$ cat config.mk
export PLATFORM = sky130hd
export DESIGN_NAME = instruction_fetcher_flat
export DESIGN_NICKNAME = d
export VERILOG_FILES = /design/src/rtl/instruction_fetcher_pkg.sv /design/src/rtl/instruction_fetcher_if.sv /design/src/rtl/instruction_fetcher_next_pc_gen.sv /design/src/rtl/instruction_fetcher.sv /design/src/flat_wrapper.sv
export SDC_FILE = /design/constraint.sdc
export NUM_CORES = 1
export LEC_CHECK = 0
export BUFFER_PORTS_ARGS = -buffer_cell sky130_fd_sc_hd__buf_2
export CAP_MARGIN = 20
export CORE_ASPECT_RATIO = 1.25
export CORE_UTILIZATION = 40
export CTS_CLUSTER_SIZE = 12
export DETAILED_ROUTE_END_ITERATION = 16
export PLACE_DENSITY = 0.74
export SETUP_SLACK_MARGIN = 0.1
export SYNTH_ARGS = -nofsm -noshare
export SYNTH_HDL_FRONTEND = slang
export SYNTH_SLANG_ARGS = --single-unit
$ cat constraint.sdc
create_clock -name clk_in -period 2.85 [get_ports clk_in]
set_input_delay 0.1425 -clock clk_in [delete_from_list [all_inputs] [get_ports clk_in]]
set_output_delay 0.1425 -clock clk_in [all_outputs]
set_load 0.05 [all_outputs]
$ cat src/rtl/instruction_fetcher_pkg.sv
// Shared fetch/decode definitions: opcode constants, datapath defaults and fetch FSM states.
package instruction_fetcher_pkg;

    localparam int          XLEN_DEF     = 32;
    localparam logic [31:0] RESET_PC_DEF = 32'h0000_0000;

    localparam logic [6:0] OPC_JAL    = 7'b1101111;
    localparam logic [6:0] OPC_JALR   = 7'b1100111;
    localparam logic [6:0] OPC_BRANCH = 7'b1100011;

    typedef enum logic [1:0] {
        ST_REQ  = 2'd0,
        ST_WAIT = 2'd1,
        ST_HOLD = 2'd2
    } fetch_state_e;

    // True for any opcode that can redirect control flow.
    function automatic logic is_ctrl_flow(input logic [6:0] opc);
        return (opc == OPC_JAL) || (opc == OPC_JALR) || (opc == OPC_BRANCH);
    endfunction

endpackage

$ cat src/rtl/instruction_fetcher_if.sv
// Fetch-side bus: icache request/response plus the decoder delivery port.
interface instruction_fetcher_if #(
    parameter int XLEN = 32
);
    logic            icache_req;
    logic [XLEN-1:0] icache_addr;
    logic            icache_valid;
    logic [XLEN-1:0] icache_inst;
    logic            to_dec;
    logic [XLEN-1:0] to_dec_pc;
    logic [XLEN-1:0] to_dec_inst;
    logic [XLEN-1:0] to_dec_pred_pc;

    modport master (
        output icache_req, icache_addr,
        input  icache_valid, icache_inst,
        output to_dec, to_dec_pc, to_dec_inst, to_dec_pred_pc
    );

    modport slave (
        input  icache_req, icache_addr,
        output icache_valid, icache_inst,
        input  to_dec, to_dec_pc, to_dec_inst, to_dec_pred_pc
    );
endinterface

$ cat src/rtl/instruction_fetcher_next_pc_gen.sv
// Static next-PC predictor: JAL targets are taken, every other word falls through to pc+4.
module instruction_fetcher_next_pc_gen
    import instruction_fetcher_pkg::*;
#(
    parameter int XLEN = XLEN_DEF
) (
    input  logic [XLEN-1:0] pc_i,
    input  logic [XLEN-1:0] inst_i,
    output logic [XLEN-1:0] next_pc_o
);

    logic [XLEN-1:0] j_imm;
    logic            unused_rd;

    // J-immediate, sign bit replicated up to XLEN.
    assign j_imm     = {{(XLEN-20){inst_i[31]}}, inst_i[19:12], inst_i[20], inst_i[30:21], 1'b0};
    assign unused_rd = ^inst_i[11:7];
    assign next_pc_o = pc_i + ((inst_i[6:0] == OPC_JAL) ? j_imm : XLEN'(4));

endmodule

$ cat src/rtl/instruction_fetcher.sv
// Instruction fetch front end: one outstanding icache request, registered decoder delivery.
//   state   | meaning
//   ST_REQ  | idle, issue a request at pc once the back end is not stalled
//   ST_WAIT | request outstanding, waiting for the icache response pulse
//   ST_HOLD | word captured under stall, deliver when stall releases
module instruction_fetcher
    import instruction_fetcher_pkg::*;
#(
    parameter int              XLEN     = XLEN_DEF,
    parameter logic [XLEN-1:0] RESET_PC = XLEN'(RESET_PC_DEF)
) (
    input  logic                  clk_in,
    input  logic                  rst_in,
    input  logic                  rdy_in,
    input  logic                  clear,
    input  logic [XLEN-1:0]       clear_pc,
    input  logic                  stall,
    instruction_fetcher_if.master fetch_if
);

    fetch_state_e    state_q, state_d;
    logic [XLEN-1:0] pc_q, pc_d;
    logic            req_q, req_d;
    logic [XLEN-1:0] addr_q, addr_d;
    logic            to_dec_q, to_dec_d;
    logic [XLEN-1:0] dec_pc_q, dec_pc_d;
    logic [XLEN-1:0] dec_inst_q, dec_inst_d;
    logic [XLEN-1:0] pred_q, pred_d;
    logic [XLEN-1:0] next_pc;

    instruction_fetcher_next_pc_gen #(.XLEN(XLEN)) u_next_pc (
        .pc_i      (pc_q),
        .inst_i    (fetch_if.icache_inst),
        .next_pc_o (next_pc)
    );

    always_ff @(posedge clk_in or negedge rst_in) begin
        if (!rst_in) begin
            state_q    <= ST_REQ;
            pc_q       <= RESET_PC;
            req_q      <= 1'b0;
            addr_q     <= '0;
            to_dec_q   <= 1'b0;
            dec_pc_q   <= '0;
            dec_inst_q <= '0;
            pred_q     <= '0;
        end else begin
            state_q    <= state_d;
            pc_q       <= pc_d;
            req_q      <= req_d;
            addr_q     <= addr_d;
            to_dec_q   <= to_dec_d;
            dec_pc_q   <= dec_pc_d;
            dec_inst_q <= dec_inst_d;
            pred_q     <= pred_d;
        end
    end

    always_comb begin
        state_d    = state_q;
        pc_d       = pc_q;
        req_d      = req_q;
        addr_d     = addr_q;
        to_dec_d   = to_dec_q;
        dec_pc_d   = dec_pc_q;
        dec_inst_d = dec_inst_q;
        pred_d     = pred_q;
        if (rdy_in) begin
            to_dec_d = 1'b0;
            // A flush wins over everything, including a response arriving this cycle.
            if (clear) begin
                pc_d    = {clear_pc[XLEN-1:2], 2'b00};
                req_d   = 1'b0;
                state_d = ST_REQ;
            end else begin
                case (state_q)
                    ST_REQ: begin
                        if (!stall) begin
                            req_d   = 1'b1;
                            addr_d  = {pc_q[XLEN-1:2], 2'b00};
                            state_d = ST_WAIT;
                        end
                    end
                    ST_WAIT: begin
                        if (fetch_if.icache_valid) begin
                            req_d      = 1'b0;
                            dec_pc_d   = pc_q;
                            dec_inst_d = fetch_if.icache_inst;
                            pred_d     = next_pc;
                            pc_d       = next_pc;
                            if (!stall) begin
                                to_dec_d = 1'b1;
                                state_d  = ST_REQ;
                            end else begin
                                state_d  = ST_HOLD;
                            end
                        end
                    end
                    ST_HOLD: begin
                        if (!stall) begin
                            to_dec_d = 1'b1;
                            state_d  = ST_REQ;
                        end
                    end
                    default: state_d = ST_REQ;
                endcase
            end
        end
    end

    assign fetch_if.icache_req     = req_q;
    assign fetch_if.icache_addr    = addr_q;
    assign fetch_if.to_dec         = to_dec_q;
    assign fetch_if.to_dec_pc      = dec_pc_q;
    assign fetch_if.to_dec_inst    = dec_inst_q;
    assign fetch_if.to_dec_pred_pc = pred_q;

endmodule

$ cat src/flat_wrapper.sv
// flat-port wrapper written by rule: the top's interface ports become plain ports
module instruction_fetcher_flat import instruction_fetcher_pkg::*;
#(
    parameter int              XLEN     = XLEN_DEF,
    parameter logic [XLEN-1:0] RESET_PC = XLEN'(RESET_PC_DEF)
)
  (clk_in, rst_in, rdy_in, clear, clear_pc, stall, fetch_if_icache_req, fetch_if_icache_addr, fetch_if_icache_valid, fetch_if_icache_inst, fetch_if_to_dec, fetch_if_to_dec_pc, fetch_if_to_dec_inst, fetch_if_to_dec_pred_pc);
  instruction_fetcher_if #(.XLEN(XLEN)) fetch_if_i ();
  input  logic clk_in;
  input  logic rst_in;
  input  logic rdy_in;
  input  logic clear;
  input  logic [XLEN-1:0] clear_pc;
  input  logic stall;
  output wire logic [$bits(fetch_if_i.icache_req)-1:0] fetch_if_icache_req;
  output wire logic [$bits(fetch_if_i.icache_addr)-1:0] fetch_if_icache_addr;
  input wire logic [$bits(fetch_if_i.icache_valid)-1:0] fetch_if_icache_valid;
  input wire logic [$bits(fetch_if_i.icache_inst)-1:0] fetch_if_icache_inst;
  output wire logic [$bits(fetch_if_i.to_dec)-1:0] fetch_if_to_dec;
  output wire logic [$bits(fetch_if_i.to_dec_pc)-1:0] fetch_if_to_dec_pc;
  output wire logic [$bits(fetch_if_i.to_dec_inst)-1:0] fetch_if_to_dec_inst;
  output wire logic [$bits(fetch_if_i.to_dec_pred_pc)-1:0] fetch_if_to_dec_pred_pc;
  assign fetch_if_icache_req = fetch_if_i.icache_req;
  assign fetch_if_icache_addr = fetch_if_i.icache_addr;
  assign fetch_if_i.icache_valid = fetch_if_icache_valid;
  assign fetch_if_i.icache_inst = fetch_if_icache_inst;
  assign fetch_if_to_dec = fetch_if_i.to_dec;
  assign fetch_if_to_dec_pc = fetch_if_i.to_dec_pc;
  assign fetch_if_to_dec_inst = fetch_if_i.to_dec_inst;
  assign fetch_if_to_dec_pred_pc = fetch_if_i.to_dec_pred_pc;
  instruction_fetcher #(.XLEN(XLEN), .RESET_PC(RESET_PC)) u_core (.clk_in(clk_in), .rst_in(rst_in), .rdy_in(rdy_in), .clear(clear), .clear_pc(clear_pc), .stall(stall), .fetch_if(fetch_if_i));
endmodule
==> flow_metrics.py, run 1 <==
metrics = {
    "run_status": {
        "status": "finished, violations left",
        "violations": "setup timing",
    },
    "worst_setup_path": {
        "timing_worst_setup_path_type": "flip-flop to flip-flop",
        "crit_path_end_kind": "flip-flop",
        "crit_chain": "ha_4, fa_2, a21o_1, a221o_1, buf_6, o211ai_4, buf_4, nand4b_1, a221oi_2, a211oi_2, o31ai_4, nor3_2, a311o_1",
        "cp_slowest_stage_delay_ps": 410,
        "arrival_ps": 3340,
        "slowest_stage": "dfrtp_1",
        "worstPathBufferInverterCount": 2,
        "crit_required_ps": 3160,
        "path_max_fanout": 3,
        "critPathLaunchType": "flip-flop",
        "path_delay_family": "compound AO/OA/AOI/OAI gates",
    },
    "synth": {
        "synth_seq_cells": 159,
        "syn_inst": 890,
        "async_flop_share_pct": 100.0,
        "ys_warn_count": 0,
        "avgSynthCellArea_um2": 9.080,
        "synth_edf_count": 0,
        "syn_area_um2": 8082,
        "ys_types": 71,
        "yosysSeqAreaShare_pct": 49.23,
        "synth_ff_type": "dfrtp_1",
    },
    "place": {
        "dp_cells": 1379,
        "portBuffers": 193,
        "dp_slack_ps": -620.7,
        "dpl.hpwl_um": 16880,
        "finalWeightedCongestion": 0.8704,
    },
    "sta": {
        "fmax_mhz": 329.9,
        "slew_viol_final": 0,
        "final.setup.tns_ps": -1438,
        "whs_ps": 18.04,
        "setup_viol": 12,
        "worstMarginPinSlew_ps": 912.9,
        "slew_headroom_pct": 39.01,
        "hold_viol": 0,
        "rsz0062_at_grt": "true",
        "post-route-period-util_pct": 106.4,
        "finalCriticalPeriod_ps": 3031,
        "fin_ws_ps": -181.5,
        "skew_ps": 13.42,
    },
    "detailed_routing": {
        "drt-initial-drc-count": 400,
        "antenna_left": 0,
        "drc": 0,
        "first_pass_iters": 5,
        "wl_per_cell_um": 16.48,
        "vias": 7430,
        "viasPerCell": 5.107,
        "routed_wl_um": 23970,
    },
    "layout": {
        "final_cell_mix": "nand2_1, buf_2, dfrtp_1",
        "diodes": 0,
        "fin_cells": 1455,
        "area_growth_pct": 39.98,
        "layout_commonest_cell": "nand2_1",
        "layout.nets": 1271,
        "final_layout_size_suffix_gt1_share_pct": 35.88,
    },
    "floorplanning": {
        "design.core.area_um2": 19610,
        "die_height_um": 160.9,
        "dieArea_um2": 20780,
        "rows": 57,
        "io_pins": 200,
        "die_w_um": 129.1,
        "initial_utilization_pct": 41.21,
    },
    "power": {
        "power_density_nw_per_um2": 1070,
        "leakage_nw": 5.474,
        "ir_worst_vdd_mv": 0.5972,
        "total_power_w": 0.01211,
    },
    "clock_tree": {
        "clk_latency_ps": 430,
        "clockBufferDepth": 2,
        "cts_inserted_buffers": 17,
        "cts-root-buf": "clkbuf_16",
        "cts_tree": "built",
        "clock-sinks": 159,
        "cts_htree_levels": 4,
        "clk_pin_slew_ps": 70,
    },
    "global_route": {
        "track_usage_pct": 24.26,
        "grt_pass1_wl_um": 39090,
        "grt_max_degree": 71,
        "grt_pass1_vias": 7644,
        "overflow": 0,
        "antenna_found_initial": 0,
    },
    "run": {
        "drv_cap": 0,
    },
    "min_path": {
        "min_path_type": "input port to flip-flop",
    },
}
[cell type report]
class,count,area (µm²)
Clock buffer,21,440.4
Clock inverter,10,116.4
Fill cell,1672,8300
Inverter,13,48.80
Multi-Input combinational cell,667,4325
Sequential cell,159,3979
Tap cell,265,331.6
Timing Repair Buffer,320,2071
[per-stage QoR]
step / instance area, µm² / util (%)
2_1_floorplan: 8358 / -
3_3_place_gp: 10090 / 51.46
3_5_place_dp: 10090 / 51.46
4_1_cts: 11140 / 56.80
5_1_grt: 11310 / 57.68
6_report: 11310 / 57.68
[power breakdown]
group | total (W) | internal (W) | leakage [nW] | switching [W]
clock network | 0.00223 | 0.00128 | 0.255 | 0.000943
logic | 0.00605 | 0.00158 | 3.33 | 0.00447
registers | 0.00383 | 0.00320 | 1.89 | 0.000628
[flip-flops by register name (all words and copies together), names as in the netlist]
name	flops
u_core.fetch_if.to_dec	1
u_core.fetch_if.icache_addr	30
u_core.fetch_if.to_dec_inst	32
u_core.state_q	2
u_core.fetch_if.to_dec_pc	31
u_core.fetch_if.to_dec_pred_pc	31
u_core.fetch_if.icache_req	1
u_core.pc_q	31
[Yosys cell counts (4+ instances only)]
cell,instances,share of area [%]
clkbuf_1,44,2.0
nand2b_1,6,0.46
nand3_1,15,0.93
nand2_1,264,12
a211oi_1,5,0.46
o21a_1,5,0.46
o21ai_1,11,0.68
a21oi_1,42,2.6
o211ai_1,4,0.37
mux2i_1,5,0.62
xnor2_1,19,2.1
mux2_2,32,4.5
ha_1,22,3.4
a21o_1,6,0.56
and2_1,23,1.8
nor2_1,41,1.9
and3_1,12,0.93
inv_1,13,0.60
nor3_1,11,0.68
nor3b_1,4,0.37
dfrtp_1,159,49
xor2_1,7,0.76
nand4_1,5,0.39
o21ai_0,60,3.7
buf_4,4,0.37
[tightest hold or removal path, stage by stage]
cell and delay (ps):
buf_2 80, mux2i_1 50, o21ai_0 130
[per-layer routing]
layer,vias to the layer above,track usage (%),wire [µm]
met5,-,0,0
met4,0,11.76,986
met3,63,4.364,983
met2,228,41.25,12120
met1,3546,29.34,9883
li1,3593,-,-
[worst paths after layout]
kind | slack [ps] | endpoint | cells past startpoint | from
min in group asynchronous | 240 | u_core.fetch_if.icache_req | 2 | rst_in
setup / recovery | -180 | u_core.pc_q[29] | 13 | u_core.pc_q[1]
max in group asynchronous | 1930 | u_core.pc_q[9] | 3 | rst_in
hold reg to reg | 470 | u_core.fetch_if.to_dec_pc[15] | 2 | u_core.fetch_if.to_dec_pc[15]
setup reg to reg | -180 | u_core.pc_q[29] | 13 | u_core.pc_q[1]
hold / removal | 20 | u_core.pc_q[2] | 3 | clear_pc[2]
[cell families (layout without fill, tap and decap cells)]
kind of cell / count (synthesis) / count (layout) / synth area share (%)
fa+ha+maj: 24 / 24 / 3.793
compound gates: 173 / 173 / 13.93
xor+xnor: 26 / 26 / 2.818
flops: 159 / 159 / 49.23
mux: 37 / 37 / 5.078
other cells: 1 / 4 / 0.04640
buf+inv: 67 / 364 / 3.344
simple gates: 403 / 403 / 21.75
[what timing repair did]
| action | in CTS | in global routing |
|---|---|---|
| cloned | 0 | 0 |
| buffers inserted | 7 | 6 |
| hold buffers | 32 | 0 |
| endpoints found under the hold margin | 82 | 0 |
| setup endpoints to repair | 25 | 31 |
| pin swaps | 14 | 20 |
| resized for setup | 20 | 29 |
Power figures use the tool's default switching activity.
==> inputs of run 2 (changes only) <==
- BUFFER_PORTS_ARGS: -buffer_cell sky130_fd_sc_hd__buf_2 -> -buffer_cell sky130_fd_sc_hd__buf_4
==> run 2 against run 1 <==
Compared with the run above:
- the run still ends with setup timing left
- power grew 6.6%
- maximum frequency is 0.93% lower
- via count increased by 1.2%
- final cell count up 1.4%
- sequential power grew 2%
- worst setup slack worse by 28 ps
- wire length rose by 3.1%
- die area unchanged
- clock-buffer cell count grew 1
- largest power group unchanged
- highest routed layer unchanged
==> flow_metrics.py, run 2 (synthesis results as in run 1) <==
metrics = {
    "worst_setup_path": {
        "arrival_ps": 3420,
        "reg2reg_depth": 11,
        "worstPathBufferInverterCount": 1,
        "crit_required_ps": 3210,
        "reg2reg_from": "u_core.pc_q[1]",
        "cp_slowest_stage_delay_ps": 410,
        "slowest_stage": "a211oi_4",
        "crit_path_end_kind": "flip-flop",
        "timing_worst_setup_path_type": "input port to flip-flop",
        "r2r_setup_slack_ps": -200,
        "reg2reg_to": "u_core.pc_q[27]",
        "critPathLaunchType": "input port",
        "cpMostUsedCell": "o21ai_1",
        "crit_chain": "buf_6, and4b_2, and3_4, and2_4, ha_4, fa_2, a21o_1, a221o_1, o211ai_4, a31oi_4, a211oi_4, mux2_4, o21ai_1, nand2_1, o21ai_1",
        "path_delay_family": "compound AO/OA/AOI/OAI gates",
        "path_max_fanout": 5,
        "critical_path_cell_count": 15,
    },
    "clock_tree": {
        "clockBufferDepth": 2,
        "cts_htree_levels": 4,
        "cts_inserted_buffers": 17,
        "clk_latency_ps": 440,
        "cts_tree": "built",
        "cts-root-buf": "clkbuf_16",
        "clk_pin_slew_ps": 60,
        "clock-sinks": 159,
    },
    "global_route": {
        "grt_pass1_vias": 7491,
        "grt_pass1_wl_um": 38900,
        "track_usage_pct": 24.40,
        "antenna_found_initial": 0,
        "grt_max_degree": 74,
        "overflow": 0,
    },
    "sta": {
        "fin_ws_ps": -210.0,
        "hold_viol": 0,
        "finalCriticalPeriod_ps": 3060,
        "final.setup.tns_ps": -1617,
        "skew_ps": 11.97,
        "slew_viol_final": 0,
        "slew_headroom_pct": 47.87,
        "fmax_mhz": 326.8,
        "worstMarginPinSlew_ps": 782.0,
        "post-route-period-util_pct": 107.4,
        "rsz0062_at_grt": "true",
        "setup_viol": 11,
    },
    "min_path": {
        "hp-start": "clear_pc[16]",
        "min_path_type": "input port to flip-flop",
        "whs_path_depth": 3,
        "whs_endpoint": "u_core.pc_q[16]",
    },
    "run_status": {
        "status": "finished, violations left",
        "violations": "setup timing",
    },
    "detailed_routing": {
        "wl_per_cell_um": 16.74,
        "vias": 7517,
        "antenna_left": 0,
        "viasPerCell": 5.093,
        "drt-initial-drc-count": 414,
        "first_pass_iters": 5,
        "drc": 0,
        "routed_wl_um": 24710,
    },
    "floorplanning": {
        "rows": 57,
        "die_height_um": 160.9,
        "initial_utilization_pct": 41.21,
        "die_w_um": 129.1,
        "io_pins": 200,
        "design.core.area_um2": 19610,
        "dieArea_um2": 20780,
    },
    "power": {
        "power_density_nw_per_um2": 1062,
        "ir_worst_vdd_mv": 0.7210,
        "leakage_nw": 5.818,
    },
    "place": {
        "finalWeightedCongestion": 0.8973,
        "dpl.hpwl_um": 16890,
        "dpl-instance-area_um2": 10590,
        "dp_cells": 1381,
        "portBuffers": 193,
    },
    "layout": {
        "largest_reg_flops": 32,
        "final_cell_mix": "buf_4, nand2_1, dfrtp_1",
        "layout.nets": 1291,
        "stdcell_area_um2": 12160,
        "final_layout_size_suffix_gt1_share_pct": 37.16,
        "fillers": 1594,
        "layout_commonest_cell": "buf_4",
        "fin_cells": 1476,
        "diodes": 0,
        "area_growth_pct": 50.47,
    },
    "run": {
        "drv_cap": 0,
    },
}
run 2: cell types whose count changed in the layout (fill, tap and decap cells not counted), moves of 3 or more:
cell	change
buf_2	-191
dlygate4sd3_1	+10
buf_6	+11
a211oi_1	-3
buf_4	+189
run 2: routing by layer:
metal	wire (µm)	share of wire, %	track usage, %
met5	0	0	0
met2	12480	51	41.50
met4	873	3.5	11.28
met3	1190	4.8	5.030
met1	10170	41	29.29
run 2: worst max path at each step:
stage                                  from                                  to  slack, ps
floorplan           fetch_if_icache_inst[5]  u_core.fetch_if.to_dec_pred_pc[15]       -370
global route        fetch_if_icache_inst[5]  u_core.fetch_if.to_dec_pred_pc[27]       -330
detailed placement  fetch_if_icache_inst[5]                     u_core.pc_q[15]       -610
finish              fetch_if_icache_inst[5]                     u_core.pc_q[27]       -210
global placement    fetch_if_icache_inst[5]  u_core.fetch_if.to_dec_pred_pc[15]       -530
CTS                          u_core.pc_q[1]  u_core.fetch_if.to_dec_pred_pc[15]       -160
run 2: metrics by stage:
step / power [W] / utilization [%] / worst slack (ps) / hold WS (ps)
after CTS: 0.01289 / 60.25 / -161.3 / 1.189
final: 0.01291 / 62.00 / -210.0 / 17.30
after floorplan: 0.008149 / - / -366.6 / -153.1
after detailed placement: 0.01041 / 53.98 / -609.3 / 147.2
after global placement: 0.01029 / 53.98 / -527.4 / 146.8
after global routing: 0.01351 / 62.00 / -325.9 / 14.19
run 2: power by group:
group          leakage, nW  switching (W)  total (W)  internal, W
Sequential            1.89       0.000684    0.00389      0.00321
Clock                0.286       0.000946    0.00237      0.00142
Combinational         3.64        0.00451    0.00666      0.00215
Total                 5.82        0.00614     0.0129      0.00677
run 2: worst reg2reg max path: stages (launching register included):
cell and delay [ps]:
dfrtp_1 400, ha_4 170, fa_2 330, a21o_1 180, a221o_1 380, o211ai_4 260, a31oi_4 160, a211oi_4 410
mux2_4 380, o21ai_1 160, nand2_1 70, o21ai_1 80
run 2: cell type report:
cell class	count	area (µm²)	area share, %
Multi-Input combinational cell	668	4443	36.54
Sequential cell	159	3979	32.72
Timing Repair Buffer	339	2758	22.68
Clock buffer	22	464.2	3.817
Tap cell	265	331.6	2.727
Clock inverter	10	136.4	1.122
Inverter	13	48.80	0.4013
run 2: repair_timing:
action                                  in CTS  in global routing
pin swaps                                   32                 37
gates resized for setup                     33                 49
endpoints found under the setup margin      23                 30
buffers inserted                             7                 12
gates cloned                                 2                  0
hold buffers                                42                  0
hold endpoints to repair                    97                  0
==> inputs of run 3 (changes only) <==
- SKIP_CTS_REPAIR_TIMING: unset -> 1
==> run 3 against run 2 <==
Compared with the run above:
- the run ends with hold timing, setup timing left
- die area did not move
- combinational power fell by 1%
- sequential power barely moved
- maximum frequency rose by 2.3%
- sequential cell count did not move
- wire length fell by 2.6%
- final area fell by 3.3%
==> flow_metrics.py, run 3 (synthesis results as in run 1) <==
metrics = {
    "detailed_routing": {
        "viasPerCell": 5.105,
        "first_pass_iters": 5,
        "drc": 0,
        "antenna_left": 0,
        "drt-initial-drc-count": 428,
        "vias": 7428,
        "wl_per_cell_um": 16.54,
        "routed_wl_um": 24060,
    },
    "place": {
        "dp_slack_ps": -609.3,
        "dpl-instance-area_um2": 10590,
        "portBuffers": 193,
        "dpl.hpwl_um": 16890,
        "finalWeightedCongestion": 0.8973,
    },
    "floorplanning": {
        "io_pins": 200,
        "design.core.area_um2": 19610,
        "rows": 57,
        "die_height_um": 160.9,
        "initial_utilization_pct": 41.21,
        "die_w_um": 129.1,
        "dieArea_um2": 20780,
    },
    "sta": {
        "slew_viol_final": 0,
        "setup_viol": 16,
        "rsz0062_at_grt": "true",
        "post-route-period-util_pct": 105.0,
        "finalCriticalPeriod_ps": 2992,
        "slew_headroom_pct": 55.38,
        "skew_ps": 14.92,
        "whs_ps": -17.96,
        "hold_viol": 4,
        "fin_ws_ps": -142.3,
        "worstMarginPinSlew_ps": 669.4,
        "fmax_mhz": 334.2,
    },
    "clock_tree": {
        "cts_inserted_buffers": 17,
        "clockBufferDepth": 2,
        "cts_tree": "built",
        "cts_htree_levels": 4,
        "clock-sinks": 159,
        "clk_latency_ps": 440,
        "cts-root-buf": "clkbuf_16",
        "clk_pin_slew_ps": 70,
    },
    "power": {
        "leakage_nw": 5.635,
        "power_density_nw_per_um2": 1090,
        "ir_worst_vdd_mv": 0.7160,
    },
    "run": {
        "drv_cap": 0,
    },
    "layout": {
        "final_cell_mix": "buf_4, nand2_1, dfrtp_1",
        "diodes": 0,
        "final_layout_size_suffix_gt1_share_pct": 35.71,
        "final_util_pct": 59.94,
        "area_growth_pct": 45.46,
        "stdcell_area_um2": 11760,
        "layout.nets": 1270,
        "layout_commonest_cell": "buf_4",
        "largest_reg_flops": 32,
    },
    "global_route": {
        "grt_max_degree": 74,
        "use_met3_pct": 5.130,
        "top_usage_layer": "met2",
        "overflow": 0,
        "grt_util_met2_pct": 38.44,
        "grt_pass1_wl_um": 36670,
        "grt_pass1_vias": 7048,
        "use_met1_pct": 27.78,
        "antenna_found_initial": 0,
        "track_usage_pct": 22.95,
    },
    "worst_setup_path": {
        "path_max_fanout": 11,
        "arrival_ps": 3300,
        "critPathLaunchType": "input port",
        "crit_required_ps": 3160,
        "timing_worst_setup_path_type": "input port to flip-flop",
        "crit_path_end_kind": "flip-flop",
        "crit_start": "fetch_if_icache_inst[4]",
        "reg2reg_from": "u_core.pc_q[1]",
    },
    "min_path": {
        "min_path_type": "input port to flip-flop",
        "hp-start": "clear_pc[11]",
    },
    "run_status": {
        "violations": "hold timing, setup timing",
        "status": "finished, violations left",
    },
}
-- run 3: changes by cell type in the layout (fill, tap and decap cells not counted), sizes merged --
cell	previous run	this run
dlygate4sd3	42	30
buf	297	288
-- run 3: final timing paths --
kind                                                 end  slack, ps  cells after the start
max in group asynchronous                 u_core.pc_q[3]       1770                      3
min in group asynchronous              u_core.state_q[0]        240                      2
hold reg to reg            u_core.fetch_if.to_dec_pc[15]        470                      2
setup / recovery                         u_core.pc_q[31]       -140                     16
hold / removal                           u_core.pc_q[11]        -20                      3
setup reg to reg                         u_core.pc_q[27]       -130                     12
-- run 3: worst max-delay path, stage by stage --
cell,delay [ps]
buf_4,120
and4b_2,320
and3_4,250
buf_6,140
and2_4,150
ha_4,140
nand2_4,60
a2111oi_4,390
o211ai_4,150
a31oi_4,260
a211oi_4,70
buf_6,160
or4b_4,490
a21oi_2,160
mux2i_1,200
nand3_1,80
-- run 3: metrics by stage --
stage          cells  TNS (ps)  power [W]  hold slack [ps]
5_1_grt         1455     -4126    0.01342            1.459
4_1_cts         1413     -1187    0.01279           -323.7
6_report        1455     -1399    0.01282           -17.96
3_3_place_gp    1381    -11870    0.01029            146.8
3_5_place_dp    1381    -13580    0.01041            147.2
2_1_floorplan    893     -4856   0.008149           -153.1
-- run 3: cell type report --
class / count / area, µm²
flip-flops and latches: 159 / 3979
inverters: 13 / 48.80
clock inverters: 10 / 136.4
repair buffers: 318 / 2530
fillers: 1668 / 7858
clock buffers: 22 / 464.2
well taps: 265 / 331.6
multi-input cells: 668 / 4265
-- run 3: metal layers --
metal | up-vias | routed length [µm]
li1 | 3597 | -
met1 | 3550 | 9910
met2 | 234 | 12020
met3 | 47 | 1316
met4 | 0 | 818
met5 | - | 0
-- run 3: report_power, final --
part           switching, W  internal (W)
Clock              0.000941       0.00142
Sequential         0.000677       0.00321
Combinational       0.00447       0.00210
Total               0.00609       0.00673
